`src/rtl/bus_arbiter_pkg.sv`:
```
// rtl/bus_arbiter_pkg.sv - shared widths, state encodings and timeout default for bus_arbiter
package bus_arbiter_pkg;

  localparam int unsigned ADDR_W          = 32;
  localparam int unsigned DATA_W          = 32;
  localparam int unsigned SEL_W           = 4;
  localparam int unsigned CNT_W           = 8;
  localparam int unsigned TIMEOUT_DEFAULT = 255;

  typedef enum logic [1:0] {
    ST_IDLE  = 2'd0,
    ST_FETCH = 2'd1,
    ST_DATA  = 2'd2
  } state_e;

  typedef enum logic {
    GRANT_FETCH = 1'b0,
    GRANT_DATA  = 1'b1
  } grant_e;

endpackage

```
`src/rtl/bus_arbiter.sv`:
```
// rtl/bus_arbiter.sv - two-master (fetch/data) arbiter onto a single registered bus master port
module bus_arbiter
  import bus_arbiter_pkg::*;
#(
  parameter int unsigned TIMEOUT_CYCLES = TIMEOUT_DEFAULT
) (
  input  logic              clk,
  input  logic              rst,
  input  logic              if_req_i,
  input  logic [ADDR_W-1:0] if_addr_i,
  output logic [DATA_W-1:0] if_data_o,
  output logic              if_ack_o,
  input  logic              mem_req_i,
  input  logic              mem_we_i,
  input  logic [SEL_W-1:0]  mem_sel_i,
  input  logic [ADDR_W-1:0] mem_addr_i,
  input  logic [DATA_W-1:0] mem_wdata_i,
  output logic [DATA_W-1:0] mem_rdata_o,
  output logic              mem_ack_o,
  output logic              bus_cyc_o,
  output logic              bus_stb_o,
  output logic              bus_we_o,
  output logic [SEL_W-1:0]  bus_sel_o,
  output logic [ADDR_W-1:0] bus_addr_o,
  output logic [DATA_W-1:0] bus_wdata_o,
  input  logic [DATA_W-1:0] bus_rdata_i,
  input  logic              bus_ack_i,
  output logic              stallreq_o,
  output logic              err_o
);

  // Counter value on the last bus cycle allowed before the transfer is abandoned.
  localparam logic [CNT_W-1:0] TMO_LAST = CNT_W'(TIMEOUT_CYCLES - 1);

  state_e              state_q, state_d;
  grant_e              last_grant_q, last_grant_d;
  logic [CNT_W-1:0]    cnt_q, cnt_d;
  logic                cyc_q, cyc_d;
  logic                we_q, we_d;
  logic [SEL_W-1:0]    sel_q, sel_d;
  logic [ADDR_W-1:0]   addr_q, addr_d;
  logic [DATA_W-1:0]   wdata_q, wdata_d;
  logic                if_ack_q, if_ack_d;
  logic [DATA_W-1:0]   if_data_q, if_data_d;
  logic                mem_ack_q, mem_ack_d;
  logic [DATA_W-1:0]   mem_rdata_q, mem_rdata_d;
  logic                err_q, err_d;
  logic                if_pend, mem_pend;
  logic                grant_data, grant_fetch;

  // A requester still sees its own ack this cycle, so its held request is not new work.
  assign if_pend  = if_req_i & ~if_ack_q;
  assign mem_pend = mem_req_i & ~mem_ack_q;

  // State register and all registered outputs; reset drops any in-flight cycle silently.
  always_ff @(posedge clk) begin
    if (rst) begin
      state_q      <= ST_IDLE;
      last_grant_q <= GRANT_FETCH;
      cnt_q        <= '0;
      cyc_q        <= 1'b0;
      we_q         <= 1'b0;
      sel_q        <= '0;
      addr_q       <= '0;
      wdata_q      <= '0;
      if_ack_q     <= 1'b0;
      if_data_q    <= '0;
      mem_ack_q    <= 1'b0;
      mem_rdata_q  <= '0;
      err_q        <= 1'b0;
    end else begin
      state_q      <= state_d;
      last_grant_q <= last_grant_d;
      cnt_q        <= cnt_d;
      cyc_q        <= cyc_d;
      we_q         <= we_d;
      sel_q        <= sel_d;
      addr_q       <= addr_d;
      wdata_q      <= wdata_d;
      if_ack_q     <= if_ack_d;
      if_data_q    <= if_data_d;
      mem_ack_q    <= mem_ack_d;
      mem_rdata_q  <= mem_rdata_d;
      err_q        <= err_d;
    end
  end

  // Next-state: arbitrate in IDLE, hold the bus until slave ack or timeout, then pulse the owner.
  always_comb begin
    state_d      = state_q;
    last_grant_d = last_grant_q;
    cnt_d        = cnt_q;
    cyc_d        = cyc_q;
    we_d         = we_q;
    sel_d        = sel_q;
    addr_d       = addr_q;
    wdata_d      = wdata_q;
    if_ack_d     = 1'b0;
    if_data_d    = '0;
    mem_ack_d    = 1'b0;
    mem_rdata_d  = '0;
    err_d        = 1'b0;
    grant_data   = 1'b0;
    grant_fetch  = 1'b0;

    unique case (state_q)
      ST_IDLE: begin
        // On a tie the side that did not win last time goes first.
        grant_data  = mem_pend & (~if_pend | (last_grant_q == GRANT_FETCH));
        grant_fetch = if_pend & ~grant_data;
        if (grant_data) begin
          state_d      = ST_DATA;
          last_grant_d = GRANT_DATA;
          cnt_d        = '0;
          cyc_d        = 1'b1;
          we_d         = mem_we_i;
          sel_d        = mem_sel_i;
          addr_d       = mem_addr_i;
          wdata_d      = mem_wdata_i;
        end else if (grant_fetch) begin
          state_d      = ST_FETCH;
          last_grant_d = GRANT_FETCH;
          cnt_d        = '0;
          cyc_d        = 1'b1;
          we_d         = 1'b0;
          sel_d        = '1;
          addr_d       = if_addr_i;
          wdata_d      = '0;
        end
      end

      ST_FETCH, ST_DATA: begin
        if (bus_ack_i || (cnt_q == TMO_LAST)) begin
          state_d = ST_IDLE;
          cnt_d   = '0;
          cyc_d   = 1'b0;
          we_d    = 1'b0;
          sel_d   = '0;
          addr_d  = '0;
          wdata_d = '0;
          err_d   = ~bus_ack_i;
          if (state_q == ST_FETCH) begin
            if_ack_d  = 1'b1;
            if_data_d = bus_ack_i ? bus_rdata_i : '0;
          end else begin
            mem_ack_d   = 1'b1;
            mem_rdata_d = (bus_ack_i && !we_q) ? bus_rdata_i : '0;
          end
        end else begin
          cnt_d = cnt_q + 1'b1;
        end
      end

      default: state_d = ST_IDLE;
    endcase
  end

  assign bus_cyc_o   = cyc_q;
  assign bus_stb_o   = cyc_q;
  assign bus_we_o    = we_q;
  assign bus_sel_o   = sel_q;
  assign bus_addr_o  = addr_q;
  assign bus_wdata_o = wdata_q;
  assign if_ack_o    = if_ack_q;
  assign if_data_o   = if_data_q;
  assign mem_ack_o   = mem_ack_q;
  assign mem_rdata_o = mem_rdata_q;
  assign err_o       = err_q;
  assign stallreq_o  = (if_req_i & ~if_ack_q) | (mem_req_i & ~mem_ack_q);

endmodule

```
`config.mk`:
```
export PLATFORM = sky130hd
export DESIGN_NAME = bus_arbiter
export DESIGN_NICKNAME = d
export VERILOG_FILES = /design/src/rtl/bus_arbiter_pkg.sv /design/src/rtl/bus_arbiter.sv
export SDC_FILE = /design/constraint.sdc
export NUM_CORES = 1
export LEC_CHECK = 0
export BUFFER_PORTS_ARGS = -buffer_cell sky130_fd_sc_hd__buf_2
export CAP_MARGIN = 40
export CORE_ASPECT_RATIO = 0.9
export CORE_MARGIN = 4
export CORE_UTILIZATION = 40
export CTS_BUF_LIST = sky130_fd_sc_hd__clkbuf_16
export DETAILED_ROUTE_END_ITERATION = 6
export GPL_TIMING_DRIVEN = 0
export PLACE_DENSITY = 0.86
export SLEW_MARGIN = 10
export SYNTH_ARGS = -nofsm -noshare
export SYNTH_HDL_FRONTEND = slang
export SYNTH_SLANG_ARGS = --single-unit
```
`constraint.sdc`:
```
create_clock -name clk -period 1.8 [get_ports clk]
set_input_delay 0.18 -clock clk [delete_from_list [all_inputs] [get_ports clk]]
set_output_delay 0.18 -clock clk [all_outputs]
set_load 0.02 [all_outputs]
```
Word level (Yosys, flattened, before mapping)
Cells that the tools add are included.

cells by class
  $add $sub $neg = 1
  $mul = 0
  div/mod/pow operators = 0
  magnitude comparators = 0
  equality and inequality tests = 5
  shifts and indexed selects = 0
  mux-type cells = 29
  bitwise gates (word level) = 16
  reductions and logical operators = 14

operator list
  operator             number
  $mux 32              5
  $pmux 32 s2          2
  $mux 8               3
  $pmux 8 s2           1
  $mux 4               3
  $not 1->1            10
  $reduce_or 5->1      2
  $add 8x1->8 const B  1
  $eq 8x8->1 const B   1
  $mux 1               8
  $pmux 4 s2           1
  $mux 2               3
  $reduce_and 2->1     3
  $and 1x1->1          4
  $pmux 1 s2           2
  $pmux 2 s2           1
  $reduce_bool 2->1    2
  $ne 3x3->1 const B   1
  $reduce_and 3->1     1
  $reduce_or 3->1      1
  $eq 2x1->1 const B   1
  $eq 2x2->1 const B   1
  $logic_not 2->1      1
  $ne 2x2->1 const B   1
  5 further kinds      6

word-level totals
  register bits after elaboration = 148
  bits in latches = 0
  bits in writable memories = 0
  memory bits (read-only) = 0
  output and inout bits = 139
  memories = 0

Depth between registers and ports, before layout
Gate-level depths: netlist of run 1.

  word-level depth = 10
  gate-level depth with buffers = 8

Worst setup path before layout of run 1
OpenSTA, ideal clock, no wires.

  path kind = register -> register
  start = register state_q[0]
  end = register addr_q[26], in the netlist bus_addr_o[26]
  arrival = 1.643 ns
  slack = 0.087 ns
  stages on the path, launching flop included = 9
  clock period less this slack = 1.713 ns
  cells stage by stage = dfxtp_1 inv_1 ha_1 nor2b_1 o21ai_2 a21oi_2 buf_2 buf_6 o2bb2ai_1

between the ends
  word-level cells in the longest chain between the ends = 4
  elaborated cells between the ends (all ways) = 9
  classes of those cells = eq/ne (4); mux (1); reduce/logical (4)

RTL lines
  what                                                                     RTL line            text
  start: declaration                                                       bus_arbiter.sv:35   state_e state_q, state_d;
  start signal: assignment                                                 bus_arbiter.sv:72   state_q <= state_d;
  $eq 2x1->1 / $eq 2x2->1 (equally long branches)                          bus_arbiter.sv:106  unique case (state_q)
  $reduce_or 2->1                                                          bus_arbiter.sv:106
  $ne 2x2->1 (no source line) / $reduce_bool 2->1 (equally long branches)  --
  $reduce_and 3->1 (no source line)                                        --
  end signal: assignment                                                   bus_arbiter.sv:78   addr_q <= addr_d;
  end: declaration                                                         bus_arbiter.sv:41   logic [ADDR_W-1:0] addr_q, addr_d;

Several ways; a longest one is shown, not always the timed one.
A chain may end at the register's enable or synchronous reset.

Final worst setup path of run 1
  start = register cnt_q[0]
  end = register wdata_q[12], in the netlist bus_wdata_o[12]

between the ends
  word-level cells in the longest chain between the ends = 4

RTL lines
  what                               RTL line            text
  start: declaration                 bus_arbiter.sv:37   logic [CNT_W-1:0] cnt_q, cnt_d;
  start signal: assignment           bus_arbiter.sv:74   cnt_q <= cnt_d;
  $eq 8x8->1                         bus_arbiter.sv:133  if (bus_ack_i || (cnt_q == TMO_LAST)) begin
  $logic_or 1x1->1                   bus_arbiter.sv:133
  $ne 2x2->1 (no source line)        --
  $reduce_and 3->1 (no source line)  --
  end signal: assignment             bus_arbiter.sv:79   wdata_q <= wdata_d;
  end: declaration                   bus_arbiter.sv:42   logic [DATA_W-1:0] wdata_q, wdata_d;

No other way between the ends.

==> impl_metrics.prom, run 1 <==
# TYPE chip_impl_metric gauge
chip_impl_metric{name="maxCapViolations",unit=""} 0
chip_impl_metric{name="area_delta_synth_final",unit="%"} 61.3
chip_impl_metric{name="cpPeakStageDelay",unit="ns"} 0.35
chip_impl_metric{name="worst_skew_pair.late_latency",unit="ns"} 0.42
chip_impl_metric{name="finalWorstSetupSlack",unit="ns"} 0.0515
chip_impl_metric{name="hold-worst-slack",unit="ns"} 0.0127
chip_impl_metric{name="detail_route.first_pass.iterations",unit=""} 5
chip_impl_metric{name="dp_hpwl",unit="um"} 10900
chip_impl_metric{name="ir_drop",unit="V"} 0.00102
chip_impl_metric{name="placed_cells_incl_taps",unit=""} 862
chip_impl_info{name="crit_path_cell_trace",value="inv_1 > ha_1 > nand3_1 > o21ai_4 > a21oi_4 > buf_6 > buf_4 > a22o_1"} 1
chip_impl_metric{name="p_sw",unit="uW"} 2630
chip_impl_metric{name="timing.critical_path.arrival",unit="ns"} 2.06
chip_impl_info{name="cp_top_family",value="compound AO/OA/AOI/OAI gates"} 1
chip_impl_metric{name="area_share_of_the_largest_cell_type_after_synthesis",unit=""} 0.593
chip_impl_info{name="critPathSlowestCell",value="sky130_fd_sc_hd__dfxtp_2"} 1
chip_impl_metric{name="vias_cell",unit=""} 4.86
chip_impl_metric{name="syn_nets",unit=""} 569
chip_impl_metric{name="sequentialPowerShare",unit=""} 0.407
chip_impl_metric{name="finalCriticalPeriod",unit="ns"} 1.75
chip_impl_metric{name="grtUsageTotal",unit=""} 0.232
chip_impl_metric{name="dpl_worst_slack",unit="ns"} -0.458
chip_impl_metric{name="report.final.slew_viol_count",unit=""} 0
chip_impl_metric{name="grt_pass1_vias",unit=""} 4978
chip_impl_metric{name="maxSlewHeadroom",unit=""} 0.573
chip_impl_metric{name="p_per_area",unit="mW/mm2"} 1120
chip_impl_info{name="most-common-layout-cells",value="280 x sky130_fd_sc_hd__buf_2, 144 x sky130_fd_sc_hd__dfxtp_1, 66 x sky130_fd_sc_hd__dlygate4sd3_1"} 1
chip_impl_metric{name="final_non_filler_cell_total",unit=""} 969
chip_impl_metric{name="worst_clock_skew",unit="ns"} 0.0122
chip_impl_metric{name="route.detailed.wl_per_inst",unit="um"} 17.4
chip_impl_metric{name="global_route_wire_length_before_repair",unit="um"} 26200
chip_impl_metric{name="power_leakage",unit="uW"} 0.00396
chip_impl_metric{name="core_area",unit="mm2"} 0.0121
chip_impl_info{name="status",value="complete, no violations"} 1
chip_impl_metric{name="clock_path_buffers",unit=""} 2
chip_impl_metric{name="post_synth.cell_area_avg",unit="um2"} 11.7
chip_impl_metric{name="synth-seq-area-share",unit=""} 0.593
chip_impl_metric{name="numPortBuffers",unit=""} 275
chip_impl_metric{name="critical_path_peak_fanout",unit=""} 7
chip_impl_metric{name="gpl.final_weighted_congestion",unit=""} 0.843
chip_impl_metric{name="final_antenna_net_count",unit=""} 0
chip_impl_metric{name="die_y",unit="um"} 114
chip_impl_metric{name="period_share",unit=""} 0.971
chip_impl_metric{name="clock-sinks",unit=""} 148
chip_impl_metric{name="final.setup.tns",unit="ns"} 0
chip_impl_info{name="cp-end-kind",value="flop"} 1
chip_impl_metric{name="grt_overflow",unit=""} 0
chip_impl_metric{name="synthesis.instances",unit=""} 427
chip_impl_metric{name="r2r_setup_slack",unit="ns"} 0.05
chip_impl_metric{name="yosys_register_bits",unit=""} 148
chip_impl_metric{name="synth.yosys.warnings",unit=""} 0
chip_impl_info{name="rsz_0062_raised_after_global_routing",value="true"} 1
chip_impl_metric{name="die_w",unit="um"} 126
chip_impl_metric{name="fin_total_pwr",unit="uW"} 9060
chip_impl_metric{name="finalWirelength",unit="um"} 16900
chip_impl_metric{name="antenna_found_initial",unit=""} 1
chip_impl_metric{name="floorplan.io_pins",unit=""} 277
chip_impl_metric{name="internal_pwr_total",unit="uW"} 6430
chip_impl_info{name="hold_path_class",value="input pin to flop"} 1
chip_impl_metric{name="cp.required",unit="ns"} 2.11
chip_impl_metric{name="core.rowCount",unit=""} 38
chip_impl_metric{name="cts_made_buffers",unit=""} 17
chip_impl_info{name="tritoncts",value="built"} 1
chip_impl_info{name="crit_path_start_kind",value="flop"} 1
chip_impl_metric{name="clock_slew_at_the_register_clock_pins_of_the_worst_setup_and_hold_paths",unit="ns"} 0.06
chip_impl_info{name="ys_top_cells_by_area",value="sky130_fd_sc_hd__dfxtp_1 59%, sky130_fd_sc_hd__and2_1 8.0%, sky130_fd_sc_hd__mux2i_1 6.6%"} 1
chip_impl_metric{name="combinationalPowerShare",unit=""} 0.201
chip_impl_info{name="synth_top_cell_by_area",value="sky130_fd_sc_hd__dfxtp_1"} 1
chip_impl_metric{name="grt_max_degree",unit=""} 17
chip_impl_metric{name="finish.net_count",unit=""} 937
chip_impl_metric{name="starting_density",unit=""} 0.412
chip_impl_metric{name="synth.lib_cells_used.distinct",unit=""} 41
chip_impl_metric{name="detailroute.via_count",unit=""} 4706
chip_impl_info{name="critical_path_class",value="flop to flop"} 1
chip_impl_metric{name="post_route_cells_drive_above_1_share",unit=""} 0.450
chip_impl_metric{name="remaining_drc_errors",unit=""} 0
chip_impl_info{name="clock_tree.root_cell",value="sky130_fd_sc_hd__clkbuf_16"} 1
chip_impl_metric{name="syn_area",unit="mm2"} 0.00500
chip_impl_metric{name="power_frac_clock",unit=""} 0.392
chip_impl_metric{name="switching_share",unit=""} 0.290
chip_impl_info{name="mostFrequentLayoutCell",value="sky130_fd_sc_hd__buf_2"} 1
chip_impl_metric{name="timing.critical_path.buf_inv",unit=""} 3
chip_impl_metric{name="drtIter0Drc",unit=""} 222
chip_impl_metric{name="die_footprint",unit="mm2"} 0.0144
chip_impl_metric{name="setup_viol",unit=""} 0
chip_impl_metric{name="hold_viol",unit=""} 0
chip_impl_metric{name="max_clock_freq",unit="GHz"} 0.572
chip_impl_metric{name="htree_levels",unit=""} 4
chip_impl_metric{name="tightest_slew",unit="ns"} 0.641
-- path summary, 6_finish.rpt --
check | startpoint | endpoint | cells past startpoint
min reg2reg | bus_addr_o[31] | bus_addr_o[31] | 1
min | mem_sel_i[2] | bus_sel_o[2] | 3
max | cnt_q[0] | bus_wdata_o[12] | 8
max reg2reg | cnt_q[0] | bus_wdata_o[12] | 8
-- cell usage after synthesis --
cell type,count
sky130_fd_sc_hd__clkbuf_1,9
sky130_fd_sc_hd__nand2b_4,1
sky130_fd_sc_hd__a21boi_0,1
sky130_fd_sc_hd__a22oi_1,1
sky130_fd_sc_hd__o2111ai_1,1
sky130_fd_sc_hd__a21oi_1,6
sky130_fd_sc_hd__a21oi_2,2
sky130_fd_sc_hd__o31ai_1,3
sky130_fd_sc_hd__a211oi_1,1
sky130_fd_sc_hd__nand3_1,5
sky130_fd_sc_hd__or4_1,3
sky130_fd_sc_hd__mux2i_1,33
sky130_fd_sc_hd__o2bb2ai_1,36
sky130_fd_sc_hd__o21ai_2,1
sky130_fd_sc_hd__nand2_1,5
sky130_fd_sc_hd__a31oi_2,1
sky130_fd_sc_hd__o211ai_1,1
sky130_fd_sc_hd__and2b_1,1
sky130_fd_sc_hd__a21o_1,2
sky130_fd_sc_hd__dfxtp_1,148
sky130_fd_sc_hd__inv_1,5
sky130_fd_sc_hd__or3_1,1
sky130_fd_sc_hd__buf_4,1
sky130_fd_sc_hd__and2_1,64
sky130_fd_sc_hd__o21a_1,1
sky130_fd_sc_hd__o32ai_1,1
sky130_fd_sc_hd__nand4_2,1
sky130_fd_sc_hd__a31o_2,1
sky130_fd_sc_hd__a31oi_1,3
sky130_fd_sc_hd__buf_2,10
sky130_fd_sc_hd__nor3_1,1
sky130_fd_sc_hd__nand2b_1,2
sky130_fd_sc_hd__nor2b_1,3
sky130_fd_sc_hd__ha_1,4
sky130_fd_sc_hd__nor2_1,17
sky130_fd_sc_hd__buf_1,2
sky130_fd_sc_hd__and3_4,1
sky130_fd_sc_hd__o21ai_0,6
sky130_fd_sc_hd__a22o_1,33
sky130_fd_sc_hd__buf_6,7
sky130_fd_sc_hd__xnor2_1,2
-- sequential cells by signal, summed over array words and instances, names as in the netlist --
signal / cells
bus_cyc_o: 1
bus_sel_o: 4
if_data_o: 32
last_grant_q: 1
bus_wdata_o: 32
cnt_q: 8
err_o: 1
if_ack_o: 1
bus_addr_o: 32
mem_ack_o: 1
mem_rdata_o: 32
state_q: 2
bus_we_o: 1
-- final cells by class --
cell class              count  area [um2]
fillers                   889        4060
multi-input cells         245        1950
inverters                   5        18.8
well taps                 160         200
diodes                      1        2.50
repair buffers            349        2090
plain buffers              29         234
clock buffers              17         425
clock inverters            15         168
flip-flops and latches    148        2970
-- tightest hold or removal path: cells and delay by family --
kind	cells	cell delay (ns)
buffers and inverters	1	0.08
AOI/OAI and AO/OA	1	0.10
and+or+nand+nor	1	0.04
-- cells by family (layout without fill, tap and decap cells) --
kind of cell             Yosys count  in the layout  synth area share
multiplexers                      33             33            0.0661
other                              0              1                 0
flip-flops                       148            148             0.593
AO/OA/AOI/OAI                    101            101             0.165
buffers and inverters             34            415            0.0393
XOR/XNOR                           2              2           0.00351
AND/OR/NAND/NOR                  105            105             0.124
adder cells (fa/ha/maj)            4              4            0.0100
-- power by group through the flow --
stage	combinational, uW	clock, uW	sequential (uW)
4_1_cts	1730	3580	3670
2_1_floorplan	627	0	4040
3_5_place_dp	1530	0	3740
3_3_place_gp	1510	0	3730
5_1_grt	1960	3750	3720
6_report	1820	3550	3680
-- metal layers --
| layer | part of all wire | routed length, um | GRT usage |
|---|---|---|---|
| met1 | 0.38 | 6360 | 0.247 |
| met4 | 0.024 | 404 | 0.0843 |
| met3 | 0.094 | 1590 | 0.107 |
| met5 | 0 | 0 | 0 |
| met2 | 0.50 | 8510 | 0.405 |
-- stage by stage --
| stage | area, um2 | util |
|---|---|---|
| global route | 8060 | 0.665 |
| floorplan | 5000 | - |
| detailed placement | 6580 | 0.542 |
| global placement | 6580 | 0.542 |
| finish | 8060 | 0.665 |
| CTS | 7940 | 0.655 |
-- timing repair --
| action | in CTS | in global routing |
|---|---|---|
| hold buffers | 66 | 0 |
| endpoints found under the setup margin | 131 | 127 |
| pin swaps | 1 | 3 |
| hold endpoints to repair | 97 | 0 |
| cloned | 1 | 0 |
| setup buffers | 1 | 6 |
| resized for setup | 29 | 32 |
Note: power is estimated with default switching activity, not from simulation.
==> run 2: changes to the inputs <==
--- a/config.mk
+++ b/config.mk
@@ -9,11 +9,12 @@
 export CAP_MARGIN = 40
 export CORE_ASPECT_RATIO = 0.9
 export CORE_MARGIN = 4
-export CORE_UTILIZATION = 40
+export CORE_UTILIZATION = 47
 export CTS_BUF_LIST = sky130_fd_sc_hd__clkbuf_16
+export CTS_CLUSTER_DIAMETER = 100
 export DETAILED_ROUTE_END_ITERATION = 6
 export GPL_TIMING_DRIVEN = 0
-export PLACE_DENSITY = 0.86
+export PLACE_DENSITY = 0.94
 export SLEW_MARGIN = 10
 export SYNTH_ARGS = -nofsm -noshare
 export SYNTH_HDL_FRONTEND = slang
==> constraint.sdc (replaced) <==
create_clock -name clk -period 2.2 [get_ports clk]
set_input_delay 0.22 -clock clk [delete_from_list [all_inputs] [get_ports clk]]
set_output_delay 0.22 -clock clk [all_outputs]
set_load 0.02 [all_outputs]
==> impl_metrics.prom, run 2 (synthesized netlist as in run 1, its figures left out) <==
# TYPE chip_impl_metric gauge
chip_impl_metric{name="critical_path_peak_fanout",unit=""} 10
chip_impl_metric{name="p_per_area",unit="mW/mm2"} 989
chip_impl_info{name="clock_tree.root_cell",value="sky130_fd_sc_hd__clkbuf_16"} 1
chip_impl_metric{name="area_delta_synth_final",unit="%"} 43.3
chip_impl_metric{name="power_leakage",unit="uW"} 0.00358
chip_impl_metric{name="dp_hpwl",unit="um"} 11700
chip_impl_info{name="tritoncts",value="built"} 1
chip_impl_metric{name="die_y",unit="um"} 106
chip_impl_info{name="status",value="complete, no violations"} 1
chip_impl_metric{name="finalWirelength",unit="um"} 15000
chip_impl_metric{name="cp.required",unit="ns"} 2.50
chip_impl_info{name="crit_path_start_kind",value="flop"} 1
chip_impl_info{name="crit-reg2reg-launch",value="state_q[0]"} 1
chip_impl_metric{name="cts_made_buffers",unit=""} 17
chip_impl_metric{name="numPortBuffers",unit=""} 275
chip_impl_info{name="launch_point_of_the_critical_path",value="state_q[0]"} 1
chip_impl_metric{name="grt_overflow",unit=""} 0
chip_impl_metric{name="starting_density",unit=""} 0.484
chip_impl_metric{name="die_w",unit="um"} 117
chip_impl_metric{name="core.rowCount",unit=""} 35
chip_impl_metric{name="route.detailed.wl_per_inst",unit="um"} 17.4
chip_impl_metric{name="clock_path_buffers",unit=""} 2
chip_impl_info{name="most-common-layout-cells",value="284 x sky130_fd_sc_hd__buf_2, 148 x sky130_fd_sc_hd__dfxtp_1, 64 x sky130_fd_sc_hd__and2_1"} 1
chip_impl_metric{name="final_non_filler_cell_total",unit=""} 866
chip_impl_metric{name="antenna_cells_inserted",unit=""} 0
chip_impl_info{name="critical_path_class",value="flop to flop"} 1
chip_impl_metric{name="clock-sinks",unit=""} 148
chip_impl_metric{name="grtUsageTotal",unit=""} 0.233
chip_impl_info{name="hold_path_class",value="input pin to flop"} 1
chip_impl_metric{name="drtIter0Drc",unit=""} 112
chip_impl_metric{name="maxCapViolations",unit=""} 0
chip_impl_metric{name="core_area",unit="mm2"} 0.0103
chip_impl_metric{name="grt_max_degree",unit=""} 17
chip_impl_info{name="cp-end-kind",value="flop"} 1
chip_impl_info{name="mostFrequentLayoutCell",value="sky130_fd_sc_hd__buf_2"} 1
chip_impl_metric{name="grt_pass1_vias",unit=""} 4497
chip_impl_metric{name="post_route_cells_drive_above_1_share",unit=""} 0.461
chip_impl_metric{name="met3_usage",unit=""} 0.0976
chip_impl_metric{name="period_share",unit=""} 0.924
chip_impl_metric{name="final_core_util",unit=""} 0.693
chip_impl_metric{name="gpl.final_weighted_congestion",unit=""} 0.918
chip_impl_metric{name="groute.layer.met2.usage",unit=""} 0.422
chip_impl_metric{name="fin_total_pwr",unit="uW"} 7080
chip_impl_metric{name="floorplan.io_pins",unit=""} 277
chip_impl_metric{name="antenna_found_initial",unit=""} 0
chip_impl_metric{name="detail_route.first_pass.iterations",unit=""} 5
chip_impl_metric{name="final_antenna_net_count",unit=""} 0
chip_impl_metric{name="global_route_wire_length_before_repair",unit="um"} 22300
chip_impl_metric{name="ir_drop",unit="V"} 0.000698
chip_impl_metric{name="report.final.slew_viol_count",unit=""} 0
chip_impl_metric{name="timing.critical_path.arrival",unit="ns"} 2.33
chip_impl_metric{name="clock_slew_at_the_register_clock_pins_of_the_worst_setup_and_hold_paths",unit="ns"} 0.07
chip_impl_metric{name="worst_clock_skew",unit="ns"} 0.0146
chip_impl_info{name="holdCritStartpoint",value="mem_wdata_i[27]"} 1
chip_impl_metric{name="detailroute.via_count",unit=""} 4376
chip_impl_metric{name="finalCriticalPeriod",unit="ns"} 2.03
chip_impl_metric{name="tightest_slew",unit="ns"} 0.611
chip_impl_metric{name="worst_skew_pair.late_latency",unit="ns"} 0.42
chip_impl_info{name="top_usage_layer",value="met2"} 1
chip_impl_metric{name="placed_cells_incl_taps",unit=""} 831
chip_impl_metric{name="remaining_drc_errors",unit=""} 0
chip_impl_metric{name="max_clock_freq",unit="GHz"} 0.492
chip_impl_metric{name="die_footprint",unit="mm2"} 0.0124
chip_impl_metric{name="finish.net_count",unit=""} 866
chip_impl_metric{name="vias_cell",unit=""} 5.05
chip_impl_metric{name="grt.met1_usage",unit=""} 0.241
chip_impl_metric{name="maxSlewHeadroom",unit=""} 0.592
chip_impl_metric{name="hold-worst-slack",unit="ns"} 0.0104
chip_impl_metric{name="final.setup.tns",unit="ns"} 0
chip_impl_metric{name="setup_viol",unit=""} 0
chip_impl_metric{name="hold_viol",unit=""} 0
chip_impl_metric{name="htree_levels",unit=""} 4
chip_impl_info{name="rsz_0062_raised_after_global_routing",value="false"} 1
==> run 2: cell count changes in the layout (fill, tap and decap cells not counted), sizes merged <==
| cell | previous run | this run |
|---|---|---|
| dlygate4sd3 | 66 | 1 |
| buf | 304 | 297 |
| clkinvlp | 1 | 3 |
| bufinv | 2 | 1 |
| clkbuf | 25 | 26 |
| clkinv | 3 | 2 |
| diode | 1 | 0 |
==> run 2: per-stage QoR <==
stage               worst slack [ns]  area (um2)
CTS                           0.0359        7120
finish                         0.168        7160
global placement            -0.00959        6540
detailed placement           -0.0590        6540
floorplan                      0.487        5000
global route                  0.0219        7160
==> run 2: worst paths after layout <==
| check | to | slack, ns | cells after the start |
|---|---|---|---|
| worst max-delay path | bus_wdata_o[3] | 0.17 | 8 |
| worst min-delay path | bus_wdata_o[27] | 0.01 | 2 |
| worst max register to register | bus_wdata_o[3] | 0.17 | 8 |
| worst min register to register | bus_sel_o[0] | 0.46 | 1 |
==> run 2: report_power, final <==
part           switching (uW)  internal, uW  leakage [uW]
sequential                119          2900       0.00120
clock                    1190          1590      0.000277
combinational             782           508       0.00210
total                    2090          4990       0.00358
==> run 2: metal layers <==
metal,share of wire,routed length [um]
met5,0,0
met4,0.019,293
met3,0.096,1450
met2,0.52,7750
met1,0.37,5550
==> run 2: layout make-up <==
| cell class | instances | area [um2] |
|---|---|---|
| buffer | 29 | 183 |
| clock buffer | 17 | 425 |
| clock inverter | 15 | 145 |
| fill | 759 | 3170 |
| inverter | 5 | 18.8 |
| multi-input combinational | 245 | 1870 |
| sequential | 148 | 2960 |
| tap | 129 | 161 |
| timing repair buffer | 278 | 1400 |
==> run 2: what timing repair did <==
item	4_1_cts	5_1_grt
hold buffers	0	1
gates resized for setup	3	8
setup buffers	0	2
endpoints found under the setup margin	51	57
pin swaps	0	1
endpoints found under the hold margin	0	1
==> run 2: worst max-delay path, stage by stage, from the launching register on <==
cell                      delay (ns)
sky130_fd_sc_hd__dfxtp_1        0.35
sky130_fd_sc_hd__inv_1          0.06
sky130_fd_sc_hd__ha_2           0.38
sky130_fd_sc_hd__nor2_1         0.09
sky130_fd_sc_hd__a31oi_2        0.30
sky130_fd_sc_hd__a21oi_4        0.15
sky130_fd_sc_hd__buf_4          0.16
sky130_fd_sc_hd__buf_2          0.18
sky130_fd_sc_hd__a22o_1         0.25
